==> config.mk <==
export PLATFORM = sky130hd
export DESIGN_NAME = uart_pixel_packer
export DESIGN_NICKNAME = d
export VERILOG_FILES = /design/src/rtl/uart_pixel_packer_pkg.sv /design/src/rtl/uart_pixel_packer_pix_expand.sv /design/src/rtl/uart_pixel_packer.sv
export SDC_FILE = /design/constraint.sdc
export NUM_CORES = 1
export LEC_CHECK = 0
export CORE_MARGIN = 2
export CORE_UTILIZATION = 49
export CTS_CLUSTER_DIAMETER = 150
export DETAILED_ROUTE_END_ITERATION = 7
export PLACE_DENSITY = 0.73
export SYNTH_ARGS = -nofsm -noshare
export SYNTH_HDL_FRONTEND = slang
export SYNTH_SLANG_ARGS = --single-unit
==> constraint.sdc <==
create_clock -name sclk -period 2.56 [get_ports sclk]
set_clock_uncertainty 0.15 [all_clocks]
set_input_delay 0.64 -clock sclk [delete_from_list [all_inputs] [get_ports sclk]]
set_output_delay 0.64 -clock sclk [all_outputs]
set_load 0.01 [all_outputs]
==> src/rtl/uart_pixel_packer_pkg.sv <==
// Shared definitions for the UART pixel path: byte-format encodings, bytes-per-pixel
// lookup and the zero-fill, MSB-aligned expansions to RGB888.
package uart_pixel_packer_pkg;

   localparam logic [1:0] MODE_RGB332 = 2'd0;
   localparam logic [1:0] MODE_RGB565 = 2'd1;
   localparam logic [1:0] MODE_RGB888 = 2'd2;

   typedef enum logic {
      WAIT_SYNC = 1'b0,
      ASSEMBLE  = 1'b1
   } state_t;

   // The reserved encoding behaves exactly like RGB332.
   function automatic logic [1:0] norm_mode(input logic [1:0] m);
      return (m == 2'd3) ? MODE_RGB332 : m;
   endfunction

   function automatic logic [1:0] bpp(input logic [1:0] m);
      case (m)
         MODE_RGB565: return 2'd2;
         MODE_RGB888: return 2'd3;
         default:     return 2'd1;
      endcase
   endfunction

   function automatic logic [23:0] expand_332(input logic [7:0] b);
      return {b[7:5], 5'b0, b[4:2], 5'b0, b[1:0], 6'b0};
   endfunction

   function automatic logic [23:0] expand_565(input logic [15:0] w);
      return {w[15:11], 3'b0, w[10:5], 2'b0, w[4:0], 3'b0};
   endfunction

endpackage

==> src/rtl/uart_pixel_packer_pix_expand.sv <==
// Combinational conversion of up to three raw bytes into an RGB888 pixel, selected by format.
module pix_expand
   import uart_pixel_packer_pkg::*;
(
   input  logic [1:0]  mode,
   input  logic [7:0]  byte0,
   input  logic [7:0]  byte1,
   input  logic [7:0]  byte2,
   output logic [23:0] rgb
);

   always_comb begin
      case (mode)
         MODE_RGB565: rgb = expand_565({byte0, byte1});
         MODE_RGB888: rgb = {byte0, byte1, byte2};
         default:     rgb = expand_332(byte0);
      endcase
   end

endmodule

==> src/rtl/uart_pixel_packer.sv <==
// Packs UART receive bytes into RGB888 pixels with optional frame sync, inter-byte
// timeout, FIFO overflow tracking and per-frame pixel counting.
module uart_pixel_packer
   import uart_pixel_packer_pkg::*;
#(
   parameter int         PIX_W       = 24,
   parameter int         IMG_W       = 640,
   parameter int         IMG_H       = 480,
   parameter logic [7:0] SYNC_BYTE   = 8'hA5,
   parameter int         TIMEOUT_CYC = 50000
) (
   input  logic                               sclk,
   input  logic                               s_rst_n,
   input  logic [7:0]                         rx_data,
   input  logic                               rx_flag,
   input  logic [1:0]                         mode,
   input  logic                               sync_en,
   input  logic                               wfifo_full,
   output logic [PIX_W-1:0]                   pix_data,
   output logic                               pix_valid,
   output logic                               frame_start,
   output logic                               frame_done,
   output logic                               overflow,
   output logic [$clog2(IMG_W*IMG_H)-1:0]     pix_cnt
);

   localparam int CNT_W = $clog2(IMG_W*IMG_H);
   localparam int TMR_W = $clog2(TIMEOUT_CYC + 1);

   state_t               state_reg, state_next;
   logic [1:0]           mode_reg, mode_next;
   logic [1:0]           k_reg, k_next;
   logic [TMR_W-1:0]     timer_reg, timer_next;
   logic [CNT_W-1:0]     cnt_reg, cnt_next;
   logic [7:0]           byte_reg [3];
   logic [7:0]           byte_cur [3];
   logic [PIX_W-1:0]     pix_data_reg, pix_data_next;
   logic                 pix_valid_reg, pix_valid_next;
   logic                 frame_start_reg, frame_start_next;
   logic                 frame_done_reg, frame_done_next;
   logic                 overflow_reg, overflow_next;

   logic                 frame_go, take, last_byte;
   logic [1:0]           eff_mode;
   logic [23:0]          rgb;

   // The byte that starts a frame must already be assembled with the new frame's format.
   always_comb begin
      frame_go = 1'b0;
      take     = 1'b0;
      eff_mode = mode_reg;
      if (rx_flag) begin
         if (state_reg == WAIT_SYNC) begin
            frame_go = !sync_en || (rx_data == SYNC_BYTE);
            take     = !sync_en;
            eff_mode = norm_mode(mode);
         end else begin
            take = 1'b1;
         end
      end
      last_byte = take && (k_reg == bpp(eff_mode) - 2'd1);
   end

   for (genvar gi = 0; gi < 3; gi++) begin : g_byte
      assign byte_cur[gi] = (take && k_reg == 2'(gi)) ? rx_data : byte_reg[gi];
   end

   pix_expand u_expand (
      .mode  (eff_mode),
      .byte0 (byte_cur[0]),
      .byte1 (byte_cur[1]),
      .byte2 (byte_cur[2]),
      .rgb   (rgb)
   );

   always_comb begin
      state_next       = state_reg;
      mode_next        = mode_reg;
      k_next           = k_reg;
      timer_next       = timer_reg;
      cnt_next         = cnt_reg;
      overflow_next    = overflow_reg;
      pix_data_next    = pix_data_reg;
      pix_valid_next   = 1'b0;
      frame_start_next = 1'b0;
      frame_done_next  = 1'b0;

      if (frame_go) begin
         state_next       = ASSEMBLE;
         mode_next        = eff_mode;
         frame_start_next = 1'b1;
         overflow_next    = 1'b0;
      end

      if (take) k_next = k_reg + 2'd1;

      // A dropped pixel still advances the count so line/frame geometry stays intact.
      if (last_byte) begin
         k_next         = 2'd0;
         pix_data_next  = rgb;
         pix_valid_next = !wfifo_full;
         if (wfifo_full) overflow_next = 1'b1;
         if (cnt_reg == CNT_W'(IMG_W*IMG_H - 1)) begin
            cnt_next        = '0;
            frame_done_next = 1'b1;
            state_next      = WAIT_SYNC;
         end else begin
            cnt_next = cnt_reg + 1'b1;
         end
      end

      if (rx_flag || k_reg == 2'd0) begin
         timer_next = '0;
      end else if (timer_reg == TMR_W'(TIMEOUT_CYC - 1)) begin
         timer_next = '0;
         k_next     = 2'd0;
      end else begin
         timer_next = timer_reg + 1'b1;
      end
   end

   always_ff @(posedge sclk or negedge s_rst_n) begin
      if (!s_rst_n) begin
         state_reg       <= WAIT_SYNC;
         mode_reg        <= MODE_RGB332;
         k_reg           <= 2'd0;
         timer_reg       <= '0;
         cnt_reg         <= '0;
         byte_reg        <= '{default: 8'h00};
         pix_data_reg    <= '0;
         pix_valid_reg   <= 1'b0;
         frame_start_reg <= 1'b0;
         frame_done_reg  <= 1'b0;
         overflow_reg    <= 1'b0;
      end else begin
         state_reg       <= state_next;
         mode_reg        <= mode_next;
         k_reg           <= k_next;
         timer_reg       <= timer_next;
         cnt_reg         <= cnt_next;
         byte_reg        <= byte_cur;
         pix_data_reg    <= pix_data_next;
         pix_valid_reg   <= pix_valid_next;
         frame_start_reg <= frame_start_next;
         frame_done_reg  <= frame_done_next;
         overflow_reg    <= overflow_next;
      end
   end

   assign pix_data    = pix_data_reg;
   assign pix_valid   = pix_valid_reg;
   assign frame_start = frame_start_reg;
   assign frame_done  = frame_done_reg;
   assign overflow    = overflow_reg;
   assign pix_cnt     = cnt_reg;

endmodule
==> impl_summary.md, run 1 <==
Outcome
The flow ran to the end, and the final reports show no timing, DRC or antenna violations.

Finish
For this run, the post-layout net count is 512. The fraction of final layout cells with drive strength greater than 1 is 0.2121. The finished layout cell area is 5572 um^2. The number of diodes is 0. The area growth from synthesis to layout is 31.43%.

Min path
The worst min-delay path class is in -> async.

Synthesis
The synthesis-stage register bit count is 92. In this run, synthesis inferred 0 flip-flops with an integrated enable. Among all flip-flop cells after synthesis, the most frequent one is dfrtp_1.

In this run the cell area of the synthesized design comes to roughly 4200 um^2. The sequential area share after synthesis is 0.5431. The count of cell types in the netlist is 47. Averaged over all synthesized cells, the footprint is 10.90 um^2. The Yosys step of the flow raised 0 warnings.

The number of instances in the synthesized netlist is 389. After synthesis, the share of flip-flops with an asynchronous set or reset is 1.000. The number of nets handed over by synthesis was 411.

Setup path
The required time of the critical path is 2690 ps. The worst reg-to-reg setup slack is 220 ps. The worst setup path is captured at a flip-flop. The largest fanout of any net on the critical path is 5. For this design, the slowest cell found on the critical path is or3_1. Data on the critical path arrives at its endpoint at approximately 2600 ps. The delay of the slowest critical-path stage is around 400 ps. The critical path goes through dlygate4sd2_1 > nand2b_4 > mux2i_4 > inv_2 > ha_4 > xnor2_2 > and4_4 > nand2_2 > or3_1 > xnor2_1. The critical path class is in -> reg.

The worst setup path is launched from an input port.

Power and ir drop
The power density over the cells is 900.9 nW/um^2. The maximum ir drop on the vdd rail is 0.4629 mV. For this design the static power due to leakage is 2.483 nW.

Floorplanning
In this run the core area contains 33 standard-cell rows. The die outline width is between 90 and 100 um. The core region is 8299 um^2. From bottom edge to top edge, the die measures 97.01 um.

The count of pins on the block boundary is 62. The die covers about 9400 um^2. The initial utilization of the core area, before any placement, comes to 0.5108.

STA
The number of hold violations in the final report is 0. Derived from the worst setup path, the maximum achievable clock frequency is 402.9 MHz. In this run the tightest slew margin relative to its limit is 0.6299. In the finished design, the share of the clock period the worst path needs comes to 0.9696. Across all hold checks on the routed design, the worst slack comes to 33.79 ps. The shortest period the worst path allows is 2482 ps. The final-report setup violation count is 0. The final max-slew violation count is 0. The measured slew at the worst slew-check pin is 550.9 ps.

Clock tree
The number of hold buffers added after CTS was 0. TritonCTS built the clock tree. The root buffer cell is clkbuf_8.

The number of levels the H-tree was split into is 3. The insertion delay of the later-clocked pin in the worst-skew pair is 350 ps. The number of clock buffers added by TritonCTS is 9.

In this run the deepest clock path goes through 2 buffers. Counting every sink on the clock net gives 92. After clock tree synthesis, the clock-pin slew on the worst setup and hold paths is approximately 90 ps.

Placed design
The half-perimeter wire length after detailed placement is 7166 um. At the end of routability-driven placement, the weighted congestion stood at a little over 0.8. The count of port buffers added during placement is 61.

The placed instances occupy a cell area of between 5000 and 6000 um^2.

Drt
The number of vias per cell after detailed routing is 5.572. The first detailed-routing pass took 4 iterations. For this block, the via count after detailed routing is 3343. The residual DRC count is 0.

The overall routed net length is approximately 10000 um. Dividing the detail-routed wire length by the instance count gives roughly 17 um. In this run, the number of DRC markers left after iteration 0 of detailed routing was 147.

The number of nets still failing antenna checks after routing is 0.

Global route
Summed over all layers, the global routing overflow is 0. Entering global routing, the biggest net connects 55 pins. The number of global-route vias before repair was 3414.

The first global-routing pass estimated 17220 um of wire. The initial antenna violation count is 0. The overall fraction of global-route tracks in use is 0.2266.

Flow run
The number of max-capacitance violations reported is 0.
cell families after synthesis:
kind of cell	share of synthesized area
muxes	0.07379
AOI/OAI and AO/OA	0.1133
buffers and inverters	0.03335
xor gates and xnor gates	0.04959
DFF	0.5431
adders and majority gates	0.02066
and+or+nand+nor	0.1662
metal layers:
metal | vias to the layer above | global-route usage | part of all wire
met4 | 0 | 0.08126 | 0.015
met1 | 1651 | 0.3136 | 0.45
met3 | 9 | 0.03902 | 0.047
li1 | 1585 | - | -
met2 | 98 | 0.3616 | 0.49
met5 | - | 0 | 0
metrics by stage:
| step | power (mW) | util | worst slack, ps | TNS (ps) | instances |
|---|---|---|---|---|---|
| floorplan | 3.004 | - | -76.17 | -76.17 | 389 |
| global placement | 3.761 | 0.6346 | -451.1 | -14350 | 583 |
| detailed placement | 3.831 | 0.6346 | -539.4 | -17190 | 583 |
| CTS | 5.031 | 0.6655 | 15.51 | 0 | 599 |
| global route | 5.310 | 0.6713 | -6.158 | -6.158 | 600 |
| finish | 5.019 | 0.6713 | 77.71 | 0 | 600 |
cells in the final DEF (no fill, tap or decap), drive strengths merged, types with 2 or more instances in the layout:
| cell | n |
|---|---|
| a31oi | 5 |
| a21oi | 10 |
| xnor2 | 15 |
| o21ai | 21 |
| a221o | 5 |
| o31ai | 5 |
| buf | 47 |
| nor2b | 2 |
| a32o | 4 |
| nor4b | 2 |
| nand3 | 10 |
| mux2 | 21 |
| and3 | 10 |
| or4 | 2 |
| dfrtp | 92 |
| a22o | 10 |
| nand2b | 4 |
| a41oi | 2 |
| clkdlybuf4s50 | 57 |
| nand2 | 45 |
| clkbuf | 10 |
| nand4 | 15 |
| or3 | 2 |
| or2 | 2 |
| bufinv | 3 |
| mux2i | 5 |
| dlymetal6s2s | 2 |
| inv | 14 |
| and4 | 2 |
| a22oi | 6 |
| nor2 | 34 |
| ha | 7 |
| nor3 | 7 |
| xor2 | 9 |
critical path: cells and delay by family:
kind / cells / cell delay, ps
and+or+nand+nor: 4 / 850
buffers and inverters: 2 / 360
xor gates and xnor gates: 2 / 330
muxes: 1 / 250
adders and majority gates: 1 / 170
synthesized netlist by cell type (7+ instances only):
master	count	area share
a21oi_1	10	0.012
a22o_1	10	0.021
and3_1	8	0.012
dfrtp_1	92	0.54
ha_1	7	0.021
inv_1	12	0.011
mux2_2	15	0.040
nand2_1	45	0.040
nand3_1	9	0.011
nand4_1	15	0.022
nor2_1	34	0.030
nor3_1	7	0.0083
o21ai_0	21	0.025
xnor2_1	15	0.031
xor2_1	9	0.019
where the power goes:
part	total, mW	switching (mW)	internal, mW
registers	2.05	0.232	1.82
logic	1.80	0.839	0.962
clock network	1.17	0.515	0.651
total	5.02	1.59	3.43
repair_timing:
action,in CTS,in global routing
hold endpoints to repair,0,0
resized for setup,7,14
pin swaps,3,7
endpoints found under the setup margin,24,25
buffers inserted,0,1
worst paths after layout:
kind,start,end,cells past startpoint
setup reg to reg,state_reg,pix_cnt[6],9
min in group sclk,timer_reg[0],timer_reg[0],1
hold reg to reg,timer_reg[0],timer_reg[0],1
setup / recovery,rx_flag,pix_cnt[6],10
hold / removal,s_rst_n,pix_data[2],1
max in group asynchronous,s_rst_n,frame_start,2
area by class of cell:
class | count | area (um^2)
Clock buffer | 10 | 127.6
Timing Repair Buffer | 107 | 982.2
Clock inverter | 6 | 111.4
Tap cell | 105 | 131.4
Inverter | 13 | 48.80
Multi-Input combinational cell | 267 | 1868
Sequential cell | 92 | 2302
Fill cell | 647 | 2728
(Power assumes the default switching activity.)
==> run 2: changes to the inputs <==
CORE_UTILIZATION = 54   (was 49)
PLACE_DENSITY = 0.76   (was 0.73)
clock period = 2.8 ns   (was 2.56 ns; I/O delays follow)
==> run 2 against run 1 <==
- first-iteration DRC count up 4.1%
- worst hold slack improved by 290 ps
- routed wire length is 2.8% lower
- sequential cell count unchanged
- final cell count down 1.8%
- setup slack better by 60 ps
- die area shrank 8.9%
- sequential share of layout area rose by 1.3 points
- register-to-register slack gained 260 ps
- sequential power fell by 9%
- via count decreased by 0.63%
- critical path depth unchanged
- critical endpoint is now pix_cnt[16]
- largest cell class unchanged
==> impl_summary.md, run 2 (synthesis gave the netlist of run 1 again) <==
Setup path
The worst setup path is captured at a flip-flop. STA classifies the critical path startpoint as an input port. In this design, the largest share of critical-path delay is due to simple AND/OR/NAND/NOR gates. The count of buffering cells on the critical path with inverters included is 2.

The slowest cell on the critical path is clkdlybuf4s50_1. Walking the worst path, the cells encountered are clkdlybuf4s50_1 > nand2b_1 > o21ai_2 > inv_1 > ha_1 > xnor2_2 > and4_4 > nand4_1 > or2_0 > o31ai_1. The endpoint arrival time on the critical path is 2780 ps. The required time of the critical path is 2920 ps. On the worst path, the slowest cell contributes a delay of about 410 ps. The critical path class is in -> reg. In this run the worst path has a maximum fanout of 4.

The critical path depth is 10. The worst reg-to-reg setup slack is between 400 and 500 ps. The logic depth of the worst register-to-register path is 9.

Drt
Detailed routing inserted a total of 3322 vias. The detail route stage leaves a number of antenna-violating nets equal to 0. In this run, the number of DRC markers left after iteration 0 of detailed routing was 153. The overall routed net length is 9859 um. The residual DRC count is 0.

For this run, the detailed router's first-pass iteration total came to 4. The number of vias per cell after detailed routing is between 5 and 6. The average detailed-routed wire length per instance is around 17 um.

Placed design
The count of port buffers added during placement is 61. At the end of routability-driven placement, the weighted congestion stood at 0.8243. The half-perimeter wire length after detailed placement is 7036 um.

Once placement completed, the tool counted placed cells totaling between 500 and 600. At the placement stage, the worst setup path has a slack of -447.1 ps.

Finish
The signed area change from the synthesized netlist to the final layout is 27.57%. Across the whole layout, storage elements account for 2302 um^2. Counting the fill cells in the layout gives between 500 and 600.

The fraction of final layout cells with drive strength greater than 1 is 0.1848. The share of the core filled with cells is 0.7071. The net count of the finished layout is about 500. The area occupied by multi-input gates is 1827 um^2. For this run, the number of standard cells in the final layout without fillers is 589. The number of antenna diodes in the final layout is 0. The library cell used most frequently in the layout, excluding fill and tap cells, is dfrtp_1. Leaving out fill and tap cells, the most frequent cells in the layout are 92 x dfrtp_1, 59 x clkdlybuf4s50_1, 45 x nand2_1.

Global route
For this run, global-route usage on met3 was measured as 0.04150. The overall fraction of global-route tracks in use is 0.2446. The remaining global-route overflow is 0.

The number of global-route vias before repair came to 3252. The initial antenna violation count is 0. Entering global routing, the biggest net connects 50 pins. The layer flagged by global routing as most heavily used is met2. The first global-routing pass estimated 16350 um of wire.

The met1 layer usage reported by global route is 0.3464. For this run, global-route usage on met2 was measured as 0.3936.

Clock tree
The root buffer cell is clkbuf_8. The insertion delay of the later-clocked pin in the worst-skew pair is ~360 ps. The clock tree buffer depth is 2. In this run, CTS created clock tree buffers numbering 9. In this run the number of H-tree levels came out at 3.

TritonCTS built the clock tree. The clock transition at the register clock pins on the worst setup and hold paths after CTS is 90 ps. The buffers inserted during post-CTS setup optimization is 0. The number of clock sinks is 92.

Floorplanning
The floorplan step defined a die boundary enclosing between 8000 and 9000 um^2. The core region is 7647 um^2. The die outline width is between 90 and 100 um. The row count is 32. The count of pins on the block boundary is 62. The initial utilization of the core area, before any placement, comes to 0.5543.

The die is 92.60 um tall.

STA
The remaining max-slew budget at the tightest pin is 0.6438. The measured slew at the worst slew-check pin is between 500 and 600 ps. Subtracting the final worst setup slack from the clock period gives 2662 ps.

The worst hold slack across all endpoints is 324.7 ps. The share of the clock period used by the worst path after layout is 0.9508. The worst path setup slack after routing is 137.7 ps. The number of hold violations in the final report is 0.

Derived from the worst setup path, the maximum achievable clock frequency is between 300 and 400 MHz. The final max-slew violation count is 0. The final-report setup violation count is 0.

Power and ir drop
For this design the static power due to leakage is 2.395 nW. Across the VDD grid, the largest voltage drop is approximately 0.32 mV. The power density over the cells is approximately 800 nW/um^2.

Min path
The worst min-delay path class is reg -> reg. The depth of the worst hold-timing path is 1.

Flow run
The number of max-capacitance violations reported is 0.

Outcome
The run finished with clean final reports.
-- run 2: cell count changes in the layout (fill, tap and decap cells not counted), moves of 3 or more --
cell | previous run | this run
nor2_2 | 3 | 0
bufinv_16 | 3 | 0
buf_4 | 45 | 36
nor2_1 | 31 | 34
-- run 2: final timing paths --
| path | start | end |
|---|---|---|
| setup / recovery | mode[1] | pix_cnt[16] |
| hold / removal | timer_reg[0] | timer_reg[0] |
| setup reg to reg | state_reg | pix_cnt[16] |
| hold reg to reg | timer_reg[0] | timer_reg[0] |
| max in group asynchronous | s_rst_n | pix_cnt[6] |
| min in group asynchronous | s_rst_n | byte_reg[2] |
-- run 2: area by class of cell --
type,count,area share
Sequential cell,92,0.4257
Multi-Input combinational cell,267,0.3378
Timing Repair Buffer,99,0.1701
Clock buffer,10,0.02545
Tap cell,102,0.02360
Inverter,13,0.009024
Clock inverter,6,0.008329
-- run 2: power breakdown --
part / internal (mW) / switching [mW]
Sequential: 1.66 / 0.207
Combinational: 0.853 / 0.751
Clock: 0.352 / 0.481
-- run 2: timing repair --
action                                 in CTS  in global routing
hold buffers                                1                  0
setup endpoints to repair                   3                 18
endpoints found under the hold margin       2                  0
pin swaps                                   1                  1
gates resized for setup                     1                  7
-- run 2: per-stage QoR --
stage               power (mW)  instance area (um^2)  setup TNS, ps
global placement         3.413                  5192          -7311
CTS                      4.301                  5384              0
floorplan                2.734                  4247              0
global route             4.561                  5408         -15.63
detailed placement       3.467                  5192         -11870
finish                   4.306                  5408              0
-- run 2: routing by layer --
layer	share of wire	up-vias
met2	0.49	72
met4	0.0091	0
met5	0	-
met3	0.048	6
li1	-	1566
met1	0.45	1678
==> run 3: changes to the inputs <==
CAP_MARGIN = 10   (was default)
==> results of run 3 <==
The final DEF is identical to that of run 2; final timing and power are the same.
